**config.mk**
```make
export PLATFORM = sky130hd
export DESIGN_NAME = pong_engine_flat
export DESIGN_NICKNAME = d
export VERILOG_FILES = /design/src/rtl/pong_if.sv /design/src/rtl/pong_engine.sv /design/src/flat_wrapper.sv
export SDC_FILE = /design/constraint.sdc
export NUM_CORES = 1
export LEC_CHECK = 0
export BUFFER_PORTS_ARGS = -buffer_cell sky130_fd_sc_hd__buf_2
export CAP_MARGIN = 20
export CELL_PAD_IN_SITES_DETAIL_PLACEMENT = 2
export CELL_PAD_IN_SITES_GLOBAL_PLACEMENT = 2
export CORE_ASPECT_RATIO = 1.2
export CORE_MARGIN = 2
export CORE_UTILIZATION = 39
export CTS_CLUSTER_SIZE = 30
export DETAILED_ROUTE_END_ITERATION = 10
export PLACE_DENSITY_LB_ADDON = 0.3
export REMOVE_ABC_BUFFERS = 1
export SYNTH_ARGS = -nofsm -noshare
export SYNTH_HDL_FRONTEND = slang
export SYNTH_SLANG_ARGS = --single-unit
```
**constraint.sdc**
```tcl
create_clock -name clk -period 11.21 [get_ports clk]
set_input_delay 1.121 -clock clk [delete_from_list [all_inputs] [get_ports clk]]
set_output_delay 1.121 -clock clk [all_outputs]
set_load 0.02 [all_outputs]
```
**src/rtl/pong_if.sv**
```systemverilog
// Pong engine I/O bundle.
//   master: drives the frame strobe, match control and paddle buttons.
//   slave : the engine; returns object positions, scores, match state and
//           the point pulse to the renderer.
interface pong_if #(
  parameter int POS_W = 10
);
  logic             frame_tick;
  logic             start;
  logic             mode_2p;
  logic             l_up, l_dn;
  logic             r_up, r_dn;
  logic [POS_W-1:0] ball_x, ball_y;
  logic [POS_W-1:0] pad_l_y, pad_r_y;
  logic [3:0]       score_l, score_r;
  logic [1:0]       state;
  logic             point;

  modport master (
    output frame_tick, start, mode_2p, l_up, l_dn, r_up, r_dn,
    input  ball_x, ball_y, pad_l_y, pad_r_y, score_l, score_r, state, point
  );

  modport slave (
    input  frame_tick, start, mode_2p, l_up, l_dn, r_up, r_dn,
    output ball_x, ball_y, pad_l_y, pad_r_y, score_l, score_r, state, point
  );
endinterface

```
**src/rtl/pong_engine.sv**
```systemverilog
// Pong game core: ball physics, paddle control, scoring and match FSM.
// One game step fires every FRAME_DIV frame strobes; all game state moves
// only on step cycles and every output is a register.
// Ports:
//   clk, rst_n : pixel clock, asynchronous active-low reset
//   bus        : pong_if slave (inputs frame_tick/start/mode_2p/buttons,
//                outputs ball/paddle positions, scores, state, point)
module pong_engine #(
  parameter int POS_W       = 10,
  parameter int SCREEN_W    = 640,
  parameter int SCREEN_H    = 480,
  parameter int BALL_SIZE   = 8,
  parameter int PAD_W       = 8,
  parameter int PAD_H       = 64,
  parameter int PAD_L_X     = 24,
  parameter int PAD_R_X     = 608,
  parameter int BALL_SPEED  = 2,
  parameter int PAD_SPEED   = 4,
  parameter int FRAME_DIV   = 1,
  parameter int SERVE_STEPS = 60,
  parameter int WIN_SCORE   = 9
) (
  input  logic clk,
  input  logic rst_n,
  pong_if.slave bus
);
  // one extra bit so sums like y+size+speed never wrap
  localparam int XW    = POS_W + 1;
  localparam int SC_W  = (SERVE_STEPS > 1) ? $clog2(SERVE_STEPS) : 1;
  localparam int DIV_W = (FRAME_DIV > 1) ? $clog2(FRAME_DIV) : 1;

  localparam logic [XW-1:0] BALL_X0  = XW'((SCREEN_W - BALL_SIZE) / 2);
  localparam logic [XW-1:0] BALL_Y0  = XW'((SCREEN_H - BALL_SIZE) / 2);
  localparam logic [XW-1:0] PAD_Y0   = XW'((SCREEN_H - PAD_H) / 2);
  localparam logic [XW-1:0] PAD_MAX  = XW'(SCREEN_H - PAD_H);
  localparam logic [XW-1:0] BALL_YM  = XW'(SCREEN_H - BALL_SIZE);
  localparam logic [XW-1:0] L_FACE   = XW'(PAD_L_X + PAD_W);
  localparam logic [XW-1:0] R_STOP   = XW'(PAD_R_X - BALL_SIZE);
  localparam logic [XW-1:0] BS_E     = XW'(BALL_SIZE);
  localparam logic [XW-1:0] SP_E     = XW'(BALL_SPEED);
  localparam logic [XW-1:0] PS_E     = XW'(PAD_SPEED);
  localparam logic [XW-1:0] PH_E     = XW'(PAD_H);
  localparam logic [XW-1:0] SW_E     = XW'(SCREEN_W);
  localparam logic [XW-1:0] SH_E     = XW'(SCREEN_H);
  localparam logic [XW-1:0] RX_E     = XW'(PAD_R_X);
  localparam logic [3:0]       WIN      = 4'(WIN_SCORE);
  localparam logic [SC_W-1:0]  SC_LAST  = SC_W'(SERVE_STEPS - 1);
  localparam logic [DIV_W-1:0] DIV_LAST = DIV_W'(FRAME_DIV - 1);

  typedef enum logic [1:0] {IDLE = 2'd0, SERVE = 2'd1, PLAY = 2'd2, OVER = 2'd3} state_t;

  state_t           state_q;
  logic [POS_W-1:0] ball_x_q, ball_y_q, pad_l_q, pad_r_q;
  logic [3:0]       score_l_q, score_r_q;
  logic             dir_x_q;  // 1: right
  logic             dir_y_q;  // 1: down
  logic [SC_W-1:0]  serve_cnt;
  logic [DIV_W-1:0] div_cnt;
  logic             point_q;

  function automatic logic [XW-1:0] pad_next(input logic [XW-1:0] y,
                                             input logic up, input logic dn);
    logic [XW-1:0] r;
    r = y;
    if (up && !dn)      r = (y < PS_E) ? '0 : y - PS_E;
    else if (dn && !up) r = (y + PS_E > PAD_MAX) ? PAD_MAX : y + PS_E;
    return r;
  endfunction

  logic [XW-1:0] bx, by, pl, pr, ball_c, pad_c, pl_nxt, pr_nxt, nx, ny;
  logic          cpu_up, cpu_dn, l_up_e, l_dn_e, ndy;
  logic          ovl_l, ovl_r, hit_l, hit_r, miss_l, miss_r, step;
  logic [3:0]    sl_inc, sr_inc;

  assign bx = {1'b0, ball_x_q};
  assign by = {1'b0, ball_y_q};
  assign pl = {1'b0, pad_l_q};
  assign pr = {1'b0, pad_r_q};

  assign step = bus.frame_tick && (div_cnt == DIV_LAST);

  // CPU paddle chases the ball centre with a PAD_SPEED dead band
  assign ball_c = by + XW'(BALL_SIZE / 2);
  assign pad_c  = pl + XW'(PAD_H / 2);
  assign cpu_dn = ball_c > pad_c + PS_E;
  assign cpu_up = pad_c > ball_c + PS_E;
  assign l_up_e = bus.mode_2p ? bus.l_up : cpu_up;
  assign l_dn_e = bus.mode_2p ? bus.l_dn : cpu_dn;
  assign pl_nxt = pad_next(pl, l_up_e, l_dn_e);
  assign pr_nxt = pad_next(pr, bus.r_up, bus.r_dn);

  always_comb begin
    ny  = by;
    ndy = dir_y_q;
    if (!dir_y_q) begin
      if (by < SP_E) begin ny = '0; ndy = 1'b1; end
      else ny = by - SP_E;
    end else if (by + BS_E + SP_E > SH_E) begin
      ny = BALL_YM; ndy = 1'b0;
    end else ny = by + SP_E;
  end

  // collisions use pre-step paddle positions; the face test fires only on
  // the step that would carry the ball across the paddle face
  assign ovl_l  = (by + BS_E > pl) && (by < pl + PH_E);
  assign ovl_r  = (by + BS_E > pr) && (by < pr + PH_E);
  assign hit_l  = !dir_x_q && (bx >= L_FACE) && (bx < L_FACE + SP_E) && ovl_l;
  assign hit_r  = dir_x_q && (bx + BS_E <= RX_E) && (bx + BS_E + SP_E > RX_E) && ovl_r;
  assign miss_l = !dir_x_q && !hit_l && (bx < SP_E);
  assign miss_r = dir_x_q && !hit_r && (bx + BS_E + SP_E > SW_E);

  // bx-SP_E wraps only when miss_l is set, in which case nx is unused
  assign nx = hit_l ? L_FACE : hit_r ? R_STOP : dir_x_q ? bx + SP_E : bx - SP_E;

  assign sl_inc = (score_l_q < WIN) ? score_l_q + 4'd1 : score_l_q;
  assign sr_inc = (score_r_q < WIN) ? score_r_q + 4'd1 : score_r_q;

  always_ff @(posedge clk or negedge rst_n) begin
    if (!rst_n) begin
      state_q   <= IDLE;
      ball_x_q  <= BALL_X0[POS_W-1:0];
      ball_y_q  <= BALL_Y0[POS_W-1:0];
      pad_l_q   <= PAD_Y0[POS_W-1:0];
      pad_r_q   <= PAD_Y0[POS_W-1:0];
      score_l_q <= '0;
      score_r_q <= '0;
      dir_x_q   <= 1'b1;
      dir_y_q   <= 1'b1;
      serve_cnt <= '0;
      div_cnt   <= '0;
      point_q   <= 1'b0;
    end else begin
      point_q <= 1'b0;
      if (bus.frame_tick) div_cnt <= (div_cnt == DIV_LAST) ? '0 : div_cnt + 1'b1;
      if (step) begin
        case (state_q)
          IDLE, OVER: if (bus.start) begin
            state_q   <= SERVE;
            score_l_q <= '0;
            score_r_q <= '0;
            serve_cnt <= '0;
            ball_x_q  <= BALL_X0[POS_W-1:0];
            ball_y_q  <= BALL_Y0[POS_W-1:0];
          end
          SERVE: begin
            pad_l_q  <= pl_nxt[POS_W-1:0];
            pad_r_q  <= pr_nxt[POS_W-1:0];
            ball_x_q <= BALL_X0[POS_W-1:0];
            ball_y_q <= BALL_Y0[POS_W-1:0];
            if (serve_cnt == SC_LAST) begin
              state_q   <= PLAY;
              serve_cnt <= '0;
            end else serve_cnt <= serve_cnt + 1'b1;
          end
          PLAY: begin
            pad_l_q <= pl_nxt[POS_W-1:0];
            pad_r_q <= pr_nxt[POS_W-1:0];
            dir_y_q <= ndy;
            if (miss_l || miss_r) begin
              // recentre and serve toward whoever conceded
              ball_x_q  <= BALL_X0[POS_W-1:0];
              ball_y_q  <= BALL_Y0[POS_W-1:0];
              point_q   <= 1'b1;
              serve_cnt <= '0;
              if (miss_l) begin
                score_r_q <= sr_inc;
                dir_x_q   <= 1'b0;
                state_q   <= (sr_inc == WIN) ? OVER : SERVE;
              end else begin
                score_l_q <= sl_inc;
                dir_x_q   <= 1'b1;
                state_q   <= (sl_inc == WIN) ? OVER : SERVE;
              end
            end else begin
              ball_x_q <= nx[POS_W-1:0];
              ball_y_q <= ny[POS_W-1:0];
              if (hit_l) dir_x_q <= 1'b1;
              if (hit_r) dir_x_q <= 1'b0;
            end
          end
          default: ;
        endcase
      end
    end
  end

  assign bus.ball_x  = ball_x_q;
  assign bus.ball_y  = ball_y_q;
  assign bus.pad_l_y = pad_l_q;
  assign bus.pad_r_y = pad_r_q;
  assign bus.score_l = score_l_q;
  assign bus.score_r = score_r_q;
  assign bus.state   = state_q;
  assign bus.point   = point_q;
endmodule
```
**src/flat_wrapper.sv**
```systemverilog
// flat-port wrapper written by rule: the top's interface ports become plain ports
module pong_engine_flat 
#(
  parameter int POS_W       = 10,
  parameter int SCREEN_W    = 640,
  parameter int SCREEN_H    = 480,
  parameter int BALL_SIZE   = 8,
  parameter int PAD_W       = 8,
  parameter int PAD_H       = 64,
  parameter int PAD_L_X     = 24,
  parameter int PAD_R_X     = 608,
  parameter int BALL_SPEED  = 2,
  parameter int PAD_SPEED   = 4,
  parameter int FRAME_DIV   = 1,
  parameter int SERVE_STEPS = 60,
  parameter int WIN_SCORE   = 9
)
  (clk, rst_n, bus_frame_tick, bus_start, bus_mode_2p, bus_l_up, bus_l_dn, bus_r_up, bus_r_dn, bus_ball_x, bus_ball_y, bus_pad_l_y, bus_pad_r_y, bus_score_l, bus_score_r, bus_state, bus_point);
  pong_if #(.POS_W(POS_W)) bus_i ();
  input  logic clk;
  input  logic rst_n;
  input wire logic [$bits(bus_i.frame_tick)-1:0] bus_frame_tick;
  input wire logic [$bits(bus_i.start)-1:0] bus_start;
  input wire logic [$bits(bus_i.mode_2p)-1:0] bus_mode_2p;
  input wire logic [$bits(bus_i.l_up)-1:0] bus_l_up;
  input wire logic [$bits(bus_i.l_dn)-1:0] bus_l_dn;
  input wire logic [$bits(bus_i.r_up)-1:0] bus_r_up;
  input wire logic [$bits(bus_i.r_dn)-1:0] bus_r_dn;
  output wire logic [$bits(bus_i.ball_x)-1:0] bus_ball_x;
  output wire logic [$bits(bus_i.ball_y)-1:0] bus_ball_y;
  output wire logic [$bits(bus_i.pad_l_y)-1:0] bus_pad_l_y;
  output wire logic [$bits(bus_i.pad_r_y)-1:0] bus_pad_r_y;
  output wire logic [$bits(bus_i.score_l)-1:0] bus_score_l;
  output wire logic [$bits(bus_i.score_r)-1:0] bus_score_r;
  output wire logic [$bits(bus_i.state)-1:0] bus_state;
  output wire logic [$bits(bus_i.point)-1:0] bus_point;
  assign bus_i.frame_tick = bus_frame_tick;
  assign bus_i.start = bus_start;
  assign bus_i.mode_2p = bus_mode_2p;
  assign bus_i.l_up = bus_l_up;
  assign bus_i.l_dn = bus_l_dn;
  assign bus_i.r_up = bus_r_up;
  assign bus_i.r_dn = bus_r_dn;
  assign bus_ball_x = bus_i.ball_x;
  assign bus_ball_y = bus_i.ball_y;
  assign bus_pad_l_y = bus_i.pad_l_y;
  assign bus_pad_r_y = bus_i.pad_r_y;
  assign bus_score_l = bus_i.score_l;
  assign bus_score_r = bus_i.score_r;
  assign bus_state = bus_i.state;
  assign bus_point = bus_i.point;
  pong_engine #(.POS_W(POS_W), .SCREEN_W(SCREEN_W), .SCREEN_H(SCREEN_H), .BALL_SIZE(BALL_SIZE), .PAD_W(PAD_W), .PAD_H(PAD_H), .PAD_L_X(PAD_L_X), .PAD_R_X(PAD_R_X), .BALL_SPEED(BALL_SPEED), .PAD_SPEED(PAD_SPEED), .FRAME_DIV(FRAME_DIV), .SERVE_STEPS(SERVE_STEPS), .WIN_SCORE(WIN_SCORE)) u_core (.clk(clk), .rst_n(rst_n), .bus(bus_i));
endmodule
```
==> results.py <==
metrics = {
    "sta": {
        "skew_ns": 0.0116,
        "timing.final.max_slew_violations": 0,
        "relSlewSlack_pct": 47.7,
        "hold_slack_ns": 0.538,
        "fin_crit_sh_pct": 39.9,
        "post-route-min-period_ns": 4.48,
        "rsz0062_at_grt": "no",
        "tightest_slew_ns": 0.784,
        "finalHoldViolCount": 0,
        "setup_viol": 0,
        "fmax_mhz": 223,
        "fin_ws_ns": 6.73,
        "setup_tns_ns": 0,
    },
    "synthesis": {
        "synthFlopType": "dfrtp_1",
        "seq_area_frac_synth_pct": 21.2,
        "synth.area.top_cells": "ha_1 (16%), dfrtp_1 (14%), dfstp_2 (7.4%)",
        "yosysTopAreaCell": "ha_1",
        "synth_top_family_by_area": "compound AO/OA/AOI/OAI gates",
        "yosys.area_share.adder_pct": 16.6,
        "synthMuxAreaShare_pct": 1.37,
        "ys_ff_latch": 53,
        "yosysUniqueCellTypes": 77,
        "ys_warn_count": 0,
        "avgSynthCellArea_um2": 7.73,
        "netlist_area_um2": 6370,
        "synth_top_area_share_pct": 16.5,
        "synth-simple-area-share_pct": 21.4,
        "async_flop_share_pct": 100,
        "syn_inst": 824,
        "synth_xor_xnor_area_share_pct": 6.46,
        "synth_compound_area_share_pct": 26.1,
        "synth_edf_count": 0,
    },
    "detailed_routing": {
        "wl_met3_um": 548,
        "route.vias.total": 6518,
        "avgViaCountPerCell": 6.14,
        "final_antenna_net_count": 0,
        "dr.max_layer_used": "met4",
        "drtIter0Drc": 255,
        "wl_met2_um": 12200,
        "wl_met1_um": 10000,
        "dr.pass1.iters": 4,
        "route.detailed.wl_per_inst_um": 22.1,
        "wirelength_um": 23400,
        "drc": 0,
    },
    "cells_and_area": {
        "fin_area_um2": 6890,
        "fill_cells": 1907,
        "final_util_pct": 42.7,
        "diodes": 0,
        "nets": 942,
        "fin_cells": 1062,
        "area_delta_synth_final_pct": 8.15,
        "drive_above_1_share_pct": 12.6,
    },
    "cts": {
        "cts_sinks": 53,
        "cts-root-buf": "clkbuf_16",
        "cts_hold_buf": 0,
        "htree_levels": 2,
        "path_clk_slew_ns": 0.08,
        "clk_latency_ns": 0.31,
        "ctsResizeCount": 0,
        "clockBufferDepth": 2,
        "numCtsBuffers": 5,
        "cts_tree": "yes",
        "cts_setup_buffers": 0,
    },
    "outcome": {
        "outcome": "finished clean",
    },
    "floorplan": {
        "die_y_um": 144,
        "initial_core_util_pct": 39.5,
        "ios": 60,
        "core_um2": 16100,
        "dieWidth_um": 121,
        "die_area_um2": 17400,
        "rows": 51,
    },
    "critical_path": {
        "cp-end-kind": "register",
        "worstPathArrival_ns": 4.72,
        "cp_slowest_stage_delay_ns": 0.66,
        "cp-startpoint": "u_core.bus.ball_y[4]$_DFFE_PN0P_",
        "cp.buffers_inverters": 0,
        "ff2ff_setup_slack_ns": 6.73,
        "cp-start-kind": "register",
        "slowest_stage": "dfrtp_1",
        "r2r.worst_path.cells": 14,
        "worstReg2RegEnd": "u_core.bus.ball_x[3]$_DFFE_PN1P_",
        "r2r-start": "u_core.bus.ball_y[4]$_DFFE_PN0P_",
        "crit_family": "compound AO/OA/AOI/OAI gates",
        "cp.required_ns": 11.45,
        "crit_fanout": 24,
        "crit_path_cell_trace": "ha_1 > nand3_1 > nor2_1 > xnor2_1 > ha_1 > nand3_1 > a211oi_1 > a2bb2oi_1 > o21ai_0 > a211oi_1 > o21ai_2 > a21oi_4 > nand2_1 > o221a_2",
        "path_class": "reg -> reg",
    },
    "power": {
        "peakVddDrop_mv": 0.104,
        "finalPower_mw": 1.77,
        "leakage_nw": 2.98,
        "power.density_nw_per_um2": 257,
    },
    "placement": {
        "pre_cts_ws_ns": 6.83,
        "place_inst": 1054,
        "dp_hpwl_um": 18200,
        "placed_cell_area_um2": 6740,
        "gp_congestion": 0.884,
        "portBuffers": 53,
    },
    "min_path": {
        "hp-class": "reg -> reg",
        "min_to": "u_core.serve_cnt[5]$_DFFE_PN0P_",
        "min_path_cells": 1,
        "hp-start": "u_core.serve_cnt[5]$_DFFE_PN0P_",
    },
    "job": {
        "timing.max_cap.violations": 0,
    },
    "global_routing": {
        "grt_util_all_layers_pct": 27.4,
        "antenna_found_initial": 0,
        "grt-ovfl-total": 0,
        "grt_pass1_wl_um": 38300,
        "grt_pass1_vias": 7156,
        "grt_max_degree": 54,
    },
}
-- power by group --
group          total, mW  internal (mW)  switching (mW)
Sequential         0.377          0.248           0.128
Clock              0.174         0.0862          0.0880
Combinational       1.22          0.458           0.766
-- registers in the layout (all words and copies together) (netlist names) --
register	cells
u_core.bus.ball_x	9
u_core.bus.ball_y	9
u_core.bus.pad_l_y	8
u_core.bus.pad_r_y	8
u_core.serve_cnt	6
u_core.bus.score_l	4
u_core.bus.score_r	4
u_core.bus.state	2
u_core.bus.point	1
u_core.dir_x_q	1
u_core.dir_y_q	1
-- cell usage after synthesis, drive strengths merged, types with 7 or more instances --
master / count
o21ai: 59
o211ai: 11
o22ai: 8
nor4: 9
dfrtp: 35
a21oi: 58
buf: 21
clkbuf: 23
nor2: 60
nand2: 66
ha: 84
nand2b: 11
a22o: 7
nor3: 25
nand4: 16
xor2: 17
nand3: 43
xnor2: 30
a21o: 12
and3: 11
inv: 59
o22a: 7
a211oi: 7
a31oi: 20
dfstp: 18
-- worst max path at each step --
stage / to / depth (start not counted) / slack (ns)
floorplan: u_core.bus.pad_l_y[5]$_DFFE_PN0P_ / 19 / 7.42
global placement: u_core.bus.ball_x[3]$_DFFE_PN1P_ / 14 / 7.00
detailed placement: u_core.bus.ball_x[3]$_DFFE_PN1P_ / 14 / 6.83
CTS: u_core.bus.pad_l_y[8]$_DFFE_PN0P_ / 17 / 6.77
global route: u_core.bus.pad_l_y[5]$_DFFE_PN0P_ / 20 / 6.34
finish: u_core.bus.ball_x[3]$_DFFE_PN1P_ / 14 / 6.73
-- layout by cell type, fill, tap and decap left out, drive strengths merged, types with 12 or more instances in the layout --
master / instances
ha: 84
nand2: 66
inv: 61
nor2: 60
o21ai: 59
a21oi: 58
buf: 57
nand3: 43
dfrtp: 35
xnor2: 30
nor3: 25
a31oi: 20
dfstp: 18
xor2: 17
nand4: 16
a21o: 12
-- cell families (layout without fill, tap and decap cells) --
family | after synthesis | count (layout)
fa+ha+maj | 85 | 85
simple gates | 275 | 275
xor+xnor | 47 | 47
buf+inv | 103 | 124
compound gates | 252 | 252
mux | 8 | 8
other cells | 1 | 6
flops | 53 | 53
-- layout make-up --
type	count	area [µm²]	area share (%)
repair buffers	57	295	4.28
multi-input cells	673	4610	66.9
flip-flops and latches	53	1350	19.6
clock inverters	3	28.8	0.417
well taps	212	265	3.85
clock buffers	5	125	1.82
inverters	59	221	3.21
-- routing by layer --
| metal | global-route usage [%] | vias to the layer above |
|---|---|---|
| met1 | 32.6 | 3316 |
| met2 | 51.6 | 105 |
| met5 | 0 | - |
| li1 | - | 3065 |
| met4 | 8.45 | 0 |
| met3 | 2.88 | 32 |
-- worst reg2reg max path, stage by stage (launching register included) --
cell and delay (ns):
dfrtp_1 0.66, ha_1 0.45, nand3_1 0.17, nor2_1 0.16
xnor2_1 0.14, ha_1 0.35, nand3_1 0.13, a211oi_1 0.24
a2bb2oi_1 0.18, o21ai_0 0.18, a211oi_1 0.30, o21ai_2 0.16
a21oi_4 0.57, nand2_1 0.36, o221a_2 0.35
Power figures use the tool's default switching activity.
